[src/rtl/seg7_pkg.sv]
// Shared 7-segment definitions: active-low patterns for 0-F, segment bit
// positions and the pattern-to-hex decode used by both driver and reader sides.
package seg7_pkg;

    localparam int unsigned SEG_A  = 7;
    localparam int unsigned SEG_B  = 6;
    localparam int unsigned SEG_C  = 5;
    localparam int unsigned SEG_D  = 4;
    localparam int unsigned SEG_E  = 3;
    localparam int unsigned SEG_F  = 2;
    localparam int unsigned SEG_G  = 1;
    localparam int unsigned SEG_DP = 0;

    // Full active-low byte per hex digit, decimal point off.
    localparam logic [7:0] SEG7_PAT [16] = '{
        8'h03, 8'h9F, 8'h25, 8'h0D, 8'h99, 8'h49, 8'h41, 8'h1F,
        8'h01, 8'h19, 8'h11, 8'hC1, 8'h63, 8'h85, 8'h61, 8'h71
    };

    typedef struct packed {
        logic       legal;
        logic [3:0] nibble;
    } seg7_hex_t;

    function automatic seg7_hex_t seg7_to_hex(input logic [6:0] pat);
        seg7_hex_t res;
        res.legal  = 1'b0;
        res.nibble = 4'h0;
        for (int i = 0; i < 16; i++) begin
            if (pat == SEG7_PAT[i][SEG_A:SEG_G]) begin
                res.legal  = 1'b1;
                res.nibble = 4'(i);
            end
        end
        return res;
    endfunction

endpackage

[src/rtl/seg7_decode.sv]
// Combinational decode of an active-low a..g pattern to a hex nibble plus a
// legal flag; unknown patterns (including blank) report legal = 0.
module seg7_decode
    import seg7_pkg::*;
(
    input  logic [6:0] i_pat,
    output logic       o_legal,
    output logic [3:0] o_nibble
);

    seg7_hex_t w_hex;

    assign w_hex    = seg7_to_hex(i_pat);
    assign o_legal  = w_hex.legal;
    assign o_nibble = w_hex.nibble;

endmodule

[src/rtl/seg7_scan_reader.sv]
// Reads back a multiplexed active-low 7-segment display: synchronizes the pins,
// waits for a stable digit slot, decodes it and holds one nibble per digit.
// Define SEG7_SCAN_READER_DP_EN to capture decimal points; otherwise dp is 0
// and the dp pin is ignored by the stability check.
module seg7_scan_reader
    import seg7_pkg::*;
#(
    parameter int DIGITS        = 4,
    parameter int STABLE_CYCLES = 4
) (
    input  logic                  clk,
    input  logic                  rst_n,
    input  logic [7:0]            seg_n,
    input  logic [DIGITS-1:0]     dig_n,
    output logic [4*DIGITS-1:0]   value,
    output logic [DIGITS-1:0]     dp,
    output logic [DIGITS-1:0]     err,
    output logic                  upd,
    output logic                  frame
);

    localparam logic [7:0] CNT_MAX  = 8'(STABLE_CYCLES);
    localparam logic [7:0] CNT_LAST = 8'(STABLE_CYCLES - 1);
`ifdef SEG7_SCAN_READER_DP_EN
    localparam logic [7:0] CMP_MASK = 8'hFF;
`else
    localparam logic [7:0] CMP_MASK = 8'hFE;
`endif

    logic [7:0]          r_seg_s1, r_seg_s2;
    logic [DIGITS-1:0]   r_dig_s1, r_dig_s2;
    logic [7:0]          r_cnt;
    logic [DIGITS-1:0]   r_seen;
    logic [4*DIGITS-1:0] r_value;
    logic [DIGITS-1:0]   r_err;
    logic                r_upd, r_frame;

    logic                w_same, w_onehot, w_capture, w_seen_full, w_legal;
    logic [DIGITS-1:0]   w_sel, w_seen_or;
    logic [7:0]          w_cnt_nxt;
    logic [3:0]          w_nibble;

    // The second synchronizer flop doubles as the held sample, so the first
    // comparison happens as soon as a new value leaves the first flop.
    assign w_same    = (((r_seg_s1 ^ r_seg_s2) & CMP_MASK) == 8'h00) &&
                       (r_dig_s1 == r_dig_s2);
    assign w_sel     = ~r_dig_s2;
    assign w_onehot  = (w_sel != '0) && ((w_sel & (w_sel - DIGITS'(1))) == '0);
    assign w_capture = w_same && (r_cnt == CNT_LAST) && w_onehot;
    assign w_cnt_nxt = !w_same ? 8'h00 :
                       (r_cnt == CNT_MAX) ? CNT_MAX : r_cnt + 8'h01;

    assign w_seen_or   = r_seen | w_sel;
    assign w_seen_full = &w_seen_or;

    seg7_decode u_decode (
        .i_pat    (r_seg_s2[SEG_A:SEG_G]),
        .o_legal  (w_legal),
        .o_nibble (w_nibble)
    );

    always_ff @(posedge clk or negedge rst_n) begin
        if (!rst_n) begin
            r_seg_s1 <= '1;
            r_seg_s2 <= '1;
            r_dig_s1 <= '1;
            r_dig_s2 <= '1;
            r_cnt    <= '0;
        end else begin
            r_seg_s1 <= seg_n;
            r_seg_s2 <= r_seg_s1;
            r_dig_s1 <= dig_n;
            r_dig_s2 <= r_dig_s1;
            r_cnt    <= w_cnt_nxt;
        end
    end

    always_ff @(posedge clk or negedge rst_n) begin
        if (!rst_n) begin
            r_value <= '0;
            r_err   <= '0;
            r_seen  <= '0;
            r_upd   <= 1'b0;
            r_frame <= 1'b0;
        end else begin
            r_upd   <= w_capture;
            r_frame <= w_capture && w_seen_full;
            if (w_capture) begin
                for (int i = 0; i < DIGITS; i++) begin
                    if (w_sel[i] && w_legal) begin
                        r_value[4*i +: 4] <= w_nibble;
                    end
                end
                r_err  <= (r_err & ~w_sel) | (w_sel & {DIGITS{~w_legal}});
                r_seen <= w_seen_full ? '0 : w_seen_or;
            end
        end
    end

`ifdef SEG7_SCAN_READER_DP_EN
    logic [DIGITS-1:0] r_dp;

    always_ff @(posedge clk or negedge rst_n) begin
        if (!rst_n) begin
            r_dp <= '0;
        end else if (w_capture) begin
            r_dp <= (r_dp & ~w_sel) | (w_sel & {DIGITS{~r_seg_s2[SEG_DP]}});
        end
    end

    assign dp = r_dp;
`else
    assign dp = '0;
`endif

    assign value = r_value;
    assign err   = r_err;
    assign upd   = r_upd;
    assign frame = r_frame;

endmodule

[config.mk]
export PLATFORM = sky130hd
export DESIGN_NAME = seg7_scan_reader
export DESIGN_NICKNAME = d
export VERILOG_FILES = /design/src/rtl/seg7_pkg.sv /design/src/rtl/seg7_decode.sv /design/src/rtl/seg7_scan_reader.sv
export SDC_FILE = /design/constraint.sdc
export NUM_CORES = 1
export LEC_CHECK = 0
export ABC_AREA = 1
export CORE_MARGIN = 2
export CORE_UTILIZATION = 50
export CTS_CLUSTER_DIAMETER = 200
export CTS_CLUSTER_SIZE = 25
export DETAILED_ROUTE_END_ITERATION = 10
export PLACE_DENSITY_LB_ADDON = 0.25
export SYNTH_ARGS = -nofsm -noshare
export SYNTH_HDL_FRONTEND = slang
export SYNTH_SLANG_ARGS = --single-unit
[constraint.sdc]
create_clock -name clk -period 1.8 [get_ports clk]
set_input_delay 0.36 -clock clk [delete_from_list [all_inputs] [get_ports clk]]
set_output_delay 0.36 -clock clk [all_outputs]
set_load 0.05 [all_outputs]
# Word-level counts from Yosys, hierarchy flattened
# Cells that the tools add are included.
# op_classes
n_addsub,2
n_eq_ne,18
mux,19
bitwise,9
n_reduce_logical,18
# ops
operator,count
two-way mux 5 bit,16
== test 7 x 6 -> 1 bit (second input constant),5
== test 7 bit (second input constant),4
== test 7 x 4 -> 1 bit (second input constant),3
two-way mux 8 bit,2
AND 4 bit,3
logical AND 1 bit,9
adder 8 x 1 -> 8 bit (second input constant),1
== test 8 x 2 -> 1 bit (second input constant),1
== test 8 x 3 -> 1 bit (second input constant),1
logical NOT 8 bit,1
NOT 4 bit,2
bitwise OR 4 bit,2
AND reduction 2 bit,4
XOR 8 bit,1
== test 7 x 1 -> 1 bit (second input constant),1
== test 7 x 3 -> 1 bit (second input constant),1
== test 7 x 5 -> 1 bit (second input constant),1
logical NOT 7 bit,1
== test 4 bit,1
logical NOT 4 bit,1
two-way mux 4 bit,1
AND reduction 4 bit,1
nonzero test 4 bit,1
2 further kinds,2
# word_totals
ff_bits,58
elab_cells,79

# Logic depth before layout (Yosys ltp)
# depth
depth_word,20
mapped_depth,11
depth_no_buf,11

# Cells and area by module
# From an unflattened synthesis, not the netlist that was laid out.
# unflattened
hier_cells,325
area_unflattened_um2,2797.7
# modules_own_cells
module,n_inst,cells_each,area_each_um2,seq_area_each_um2
seg7_scan_reader,1,253,2447.3,1428.9
seg7_decode,1,72,350.3,0.0

# Worst setup path after synthesis
# No wires, ideal clock.
# synth_timing
path_kind,flip-flop to flip-flop
from,reg r_dig_s2[1]
to,reg r_value[0] (netlist: value[0])
setup_time_ns,0.118
t_arrival_ns,1.465
required_ns,1.682
path_slack_ns,0.217
path_stages_with_launch,12
n_path_buf,0
cell_sequence,dfstp_2 -> inv_1 -> nand2_1 -> nand2_1 -> nor2_1 -> nand2_1 -> nor2_4 -> nand3_2 -> nor2_1 -> nand2_1 -> nand2_1 -> nand2_1
# synth_via
elab_chain_len,7
elab_cells_between_ends,11
cone_classes,add/sub: 1; eq/ne: 1; bitwise: 2; reduce/logical: 7
# synth_rtl
element,line_no,source
"start, declared",seg7_scan_reader.sv:31,"logic [DIGITS-1:0] r_dig_s1, r_dig_s2;"
"start signal, assigned",seg7_scan_reader.sv:73,r_dig_s2 <= r_dig_s1;
NOT 4 bit,seg7_scan_reader.sv:47,assign w_sel = ~r_dig_s2;
subtractor 4 x 1 -> 4 bit,seg7_scan_reader.sv:48,assign w_onehot = (w_sel != '0) && ((w_sel & (w_sel - DIGITS'(1))) == '0);
AND 4 bit,seg7_scan_reader.sv:48,
logical NOT 4 bit,seg7_scan_reader.sv:48,
logical AND 1 bit,seg7_scan_reader.sv:48,
logical AND 1 bit (*),seg7_scan_reader.sv:49,assign w_capture = w_same && (r_cnt == CNT_LAST) && w_onehot;
AND reduction 2 bit (no line) (*),--,
"end signal, assigned by index",seg7_scan_reader.sv:91,r_value[4*i +: 4] <= w_nibble;
"end, declared",seg7_scan_reader.sv:34,logic [4*DIGITS-1:0] r_value;
# Mark *: on every way between the ends. The rest lies on a longest branch, timed or not.
# A chain may end at the register's enable or synchronous reset.

# Worst setup path in the final report
# layout_timing
from,reg r_seg_s2[6]
to,reg r_seen[2]
# layout_via
elab_chain_len,5
# layout_rtl
element,line_no,source
"start, declared",seg7_scan_reader.sv:30,"logic [7:0] r_seg_s1, r_seg_s2;"
"start signal, assigned",seg7_scan_reader.sv:71,r_seg_s2 <= r_seg_s1;
XOR 8 bit,seg7_scan_reader.sv:45,assign w_same = (((r_seg_s1 ^ r_seg_s2) & CMP_MASK) == 8'h00) &&
logical NOT 8 bit,seg7_scan_reader.sv:45,
logical AND 1 bit,seg7_scan_reader.sv:45,
logical AND 1 bit (2 in a row),seg7_scan_reader.sv:49,
"end signal, assigned",seg7_scan_reader.sv:95,r_seen <= w_seen_full ? '0 : w_seen_or;
"end, declared",seg7_scan_reader.sv:33,logic [DIGITS-1:0] r_seen;
# Every way passes these cells.

==> impl_metrics.env <==
export IMPL_synthMuxAreaShare_pct=0
export IMPL_maxSlewHeadroom_pct=65.0
export IMPL_regToRegStartpoint="r_seg_s2[6]$_DFF_PN1_"
export IMPL_fin_ws_ns=-0.000524
export IMPL_num_nets_final=386
export IMPL_startpoint="r_seg_s2[6]$_DFF_PN1_"
export IMPL_synthAdderAreaFrac_pct=0.982
export IMPL_clk_latency_ns=0.32
export IMPL_rsz0062_at_grt="yes"
export IMPL_pwr_share_clk_pct=31.2
export IMPL_die_area_mm2=0.00568
export IMPL_grt_start_max_net_pins=57
export IMPL_preCtsSetupSlack_ns=0.00840
export IMPL_drc=0
export IMPL_drtIter0Drc=182
export IMPL_grt_overflow=0
export IMPL_timing_fmax_mhz=555
export IMPL_end_kind="flip-flop"
export IMPL_cp_required_ns=2.00
export IMPL_slew_violations=0
export IMPL_fin_crit_sh_pct=100
export IMPL_die_w_um=75.4
export IMPL_place_congestion=0.889
export IMPL_intPower_uw=1670
export IMPL_holdBufCountCts=0
export IMPL_cts_buffers=5
export IMPL_tightest_slew_ns=0.520
export IMPL_power_density_mw_per_mm2=663
export IMPL_seq_area_frac_synth_pct=56.1
export IMPL_drt_antenna_violating_nets=0
export IMPL_comb_power_share_pct=9.2
export IMPL_synthCells=303
export IMPL_p_leak_uw=0.00171
export IMPL_cts_sinks=56
export IMPL_synth_simple_gate_area_share_pct=29.6
export IMPL_synth_top_family_by_area="simple AND/OR/NAND/NOR gates"
export IMPL_synth_area_leader_cell="dfrtp_1"
export IMPL_setup_viol=1
export IMPL_synth_avg_cell_area_um2=8.41
export IMPL_grt_pass1_vias=1937
export IMPL_num_rows=25
export IMPL_via_per_inst=4.88
export IMPL_grt_util_all_layers_pct=19.2
export IMPL_violations="negative setup slack"
export IMPL_min_path_type="input port to async pin"
export IMPL_fin_crit_ns=1.80
export IMPL_initial_utilization_pct=52.9
export IMPL_power_switching_uw=566
export IMPL_dp_hpwl_um=3480
export IMPL_crit_type="flip-flop to flip-flop"
export IMPL_area_growth_pct=32.0
export IMPL_clock_path_buffers=2
export IMPL_fin_setup_tns_ns=-0.000524
export IMPL_finClkSkew_ns=0.0188
export IMPL_final_core_util_pct=69.8
export IMPL_coreArea_mm2=0.00482
export IMPL_pin_count=40
export IMPL_wl_um=5240
export IMPL_wl_per_cell_um=12.0
export IMPL_cts_tree="built"
export IMPL_n_antenna_cell=0
export IMPL_p_seq_share_pct=59.5
export IMPL_synthXorXnorAreaFrac_pct=3.44
export IMPL_clk_pin_slew_worst_paths_ns=0.11
export IMPL_synthTopCellsByArea="dfrtp_1, dfstp_2, nand2_1, inv_1, nor2_1"
export IMPL_critPathMaxFanout=6
export IMPL_cp_arrival_ns=2.00
export IMPL_synth_top_cell_area_share_pct=33.4
export IMPL_hold_viol=0
export IMPL_syn_area_mm2=0.00255
export IMPL_irDropWorstVdd_v=0.000494
export IMPL_drive_above_1_share_pct=34.8
export IMPL_antenna_found_initial=0
export IMPL_switching_share_pct=25.4
export IMPL_place_port_buffers=34
export IMPL_ys_seq_elements=56
export IMPL_dr_total_vias=2139
export IMPL_htreeDepth=2
export IMPL_cts_root_buffer="clkbuf_8"
export IMPL_ys_types=22
export IMPL_yosysWarnings=0
export IMPL_grt_first_pass_wirelength_um=8300
export IMPL_status="finished, violations left"
export IMPL_die_y_um=75.4
export IMPL_crit_path_start_kind="flip-flop"
export IMPL_synth_compound_area_share_pct=2.80
export IMPL_timing_max_cap_violations=0
export IMPL_drt_pass1_iter_count=4
[registers in the layout (all words and copies together), names as in the netlist, named ones only]
| name | cells |
|---|---|
| upd | 1 |
| r_seg_s1 | 7 |
| r_seen | 4 |
| r_cnt | 8 |
| r_dig_s2 | 4 |
| r_seg_s2 | 7 |
| value | 16 |
| r_dig_s1 | 4 |
| frame | 1 |
[Yosys cell counts (all sizes together)]
| cell | count |
|---|---|
| nand2 | 111 |
| nor2 | 42 |
| inv | 39 |
| dfrtp | 34 |
| dfstp | 22 |
| a21oi | 11 |
| nand3 | 11 |
| nand4 | 9 |
| xnor2 | 8 |
| buf | 4 |
| nor3 | 3 |
| ha | 2 |
| xor2 | 2 |
| conb | 1 |
| nor3b | 1 |
| nor4 | 1 |
| o2111ai | 1 |
| o211ai | 1 |
[cells in the final DEF, fill, tap and decap left out, drive strengths merged]
cell | Yosys | final
xor2 | 2 | 2
ha | 2 | 2
clkbuf | 0 | 6
nand3 | 11 | 11
xnor2 | 8 | 8
dfstp | 22 | 22
nor2 | 42 | 42
nand2 | 111 | 111
inv | 39 | 41
nor4 | 1 | 1
conb | 1 | 4
o2111ai | 1 | 1
clkdlybuf4s50 | 0 | 11
nor3 | 3 | 3
nand4 | 9 | 9
dfrtp | 34 | 34
a21oi | 11 | 11
nor3b | 1 | 1
o211ai | 1 | 1
buf | 4 | 50
[worst max-delay path: stages, from the launching register on]
cell	delay (ns)
dfstp_2	0.56
inv_2	0.04
nand2_1	0.04
nand2_1	0.06
nor2_2	0.13
nand2_2	0.08
nor2_4	0.19
nand3_4	0.18
buf_6	0.17
nor2_4	0.18
a21oi_2	0.05
[power groups by stage]
| stage | Combinational, uW | Clock [uW] | Sequential (uW) |
|---|---|---|---|
| floorplan | 102 | 0 | 1350 |
| finish | 206 | 697 | 1330 |
| global route | 228 | 769 | 1330 |
| detailed placement | 177 | 0 | 1350 |
| global placement | 173 | 0 | 1350 |
| CTS | 178 | 705 | 1330 |
[timing repair]
action	CTS	global route
pin swaps	0	15
setup endpoints to repair	3	26
endpoints found under the hold margin	0	0
buffers inserted	0	13
gates resized for setup	3	47
[worst paths after layout]
path                                         end  slack (ns)  cells after the start
min in group clk           r_dig_s2[2]$_DFF_PN1_        0.37                      0
setup reg to reg           r_seen[2]$_DFFE_PN0P_     -0.0005                     10
setup / recovery           r_seen[2]$_DFFE_PN0P_     -0.0005                     10
hold reg to reg            r_dig_s2[2]$_DFF_PN1_        0.37                      0
hold / removal             value[14]$_DFFE_PN0P_        0.01                      2
max in group asynchronous  r_seg_s2[2]$_DFF_PN1_        1.46                      2
[cell type report]
type,instances,area (um2)
Multi-Input combinational cell,207,1120
Fill cell,388,1450
Sequential cell,56,1430
Timing Repair Buffer,61,499
Clock inverter,2,15.0
Clock buffer,6,72.6
Inverter,39,146
Tap cell,67,83.8
[through the flow]
step	hold slack [ns]	total power (uW)	instance area, um2	std cells
2_1_floorplan	0.0644	1450	2560	306
3_3_place_gp	0.362	1520	3010	417
3_5_place_dp	0.365	1530	3010	417
4_1_cts	0.0358	2210	3110	425
5_1_grt	0.0390	2330	3360	438
6_report	0.0131	2230	3360	438
[layer usage]
| layer | global-route usage, % | wire length (um) |
|---|---|---|
| met3 | 4.89 | 263 |
| met4 | 6.82 | 108 |
| met2 | 31.6 | 2640 |
| met5 | 0 | 0 |
| met1 | 24.7 | 2230 |
[kinds of logic (layout without fill, tap and decap cells)]
family / Yosys count / count (layout)
AO/OA/AOI/OAI: 13 / 13
XOR/XNOR: 10 / 10
adder cells (fa/ha/maj): 2 / 2
buffers and inverters: 43 / 108
flip-flops: 56 / 56
other: 1 / 4
AND/OR/NAND/NOR: 178 / 178
(Power assumes the default switching activity.)
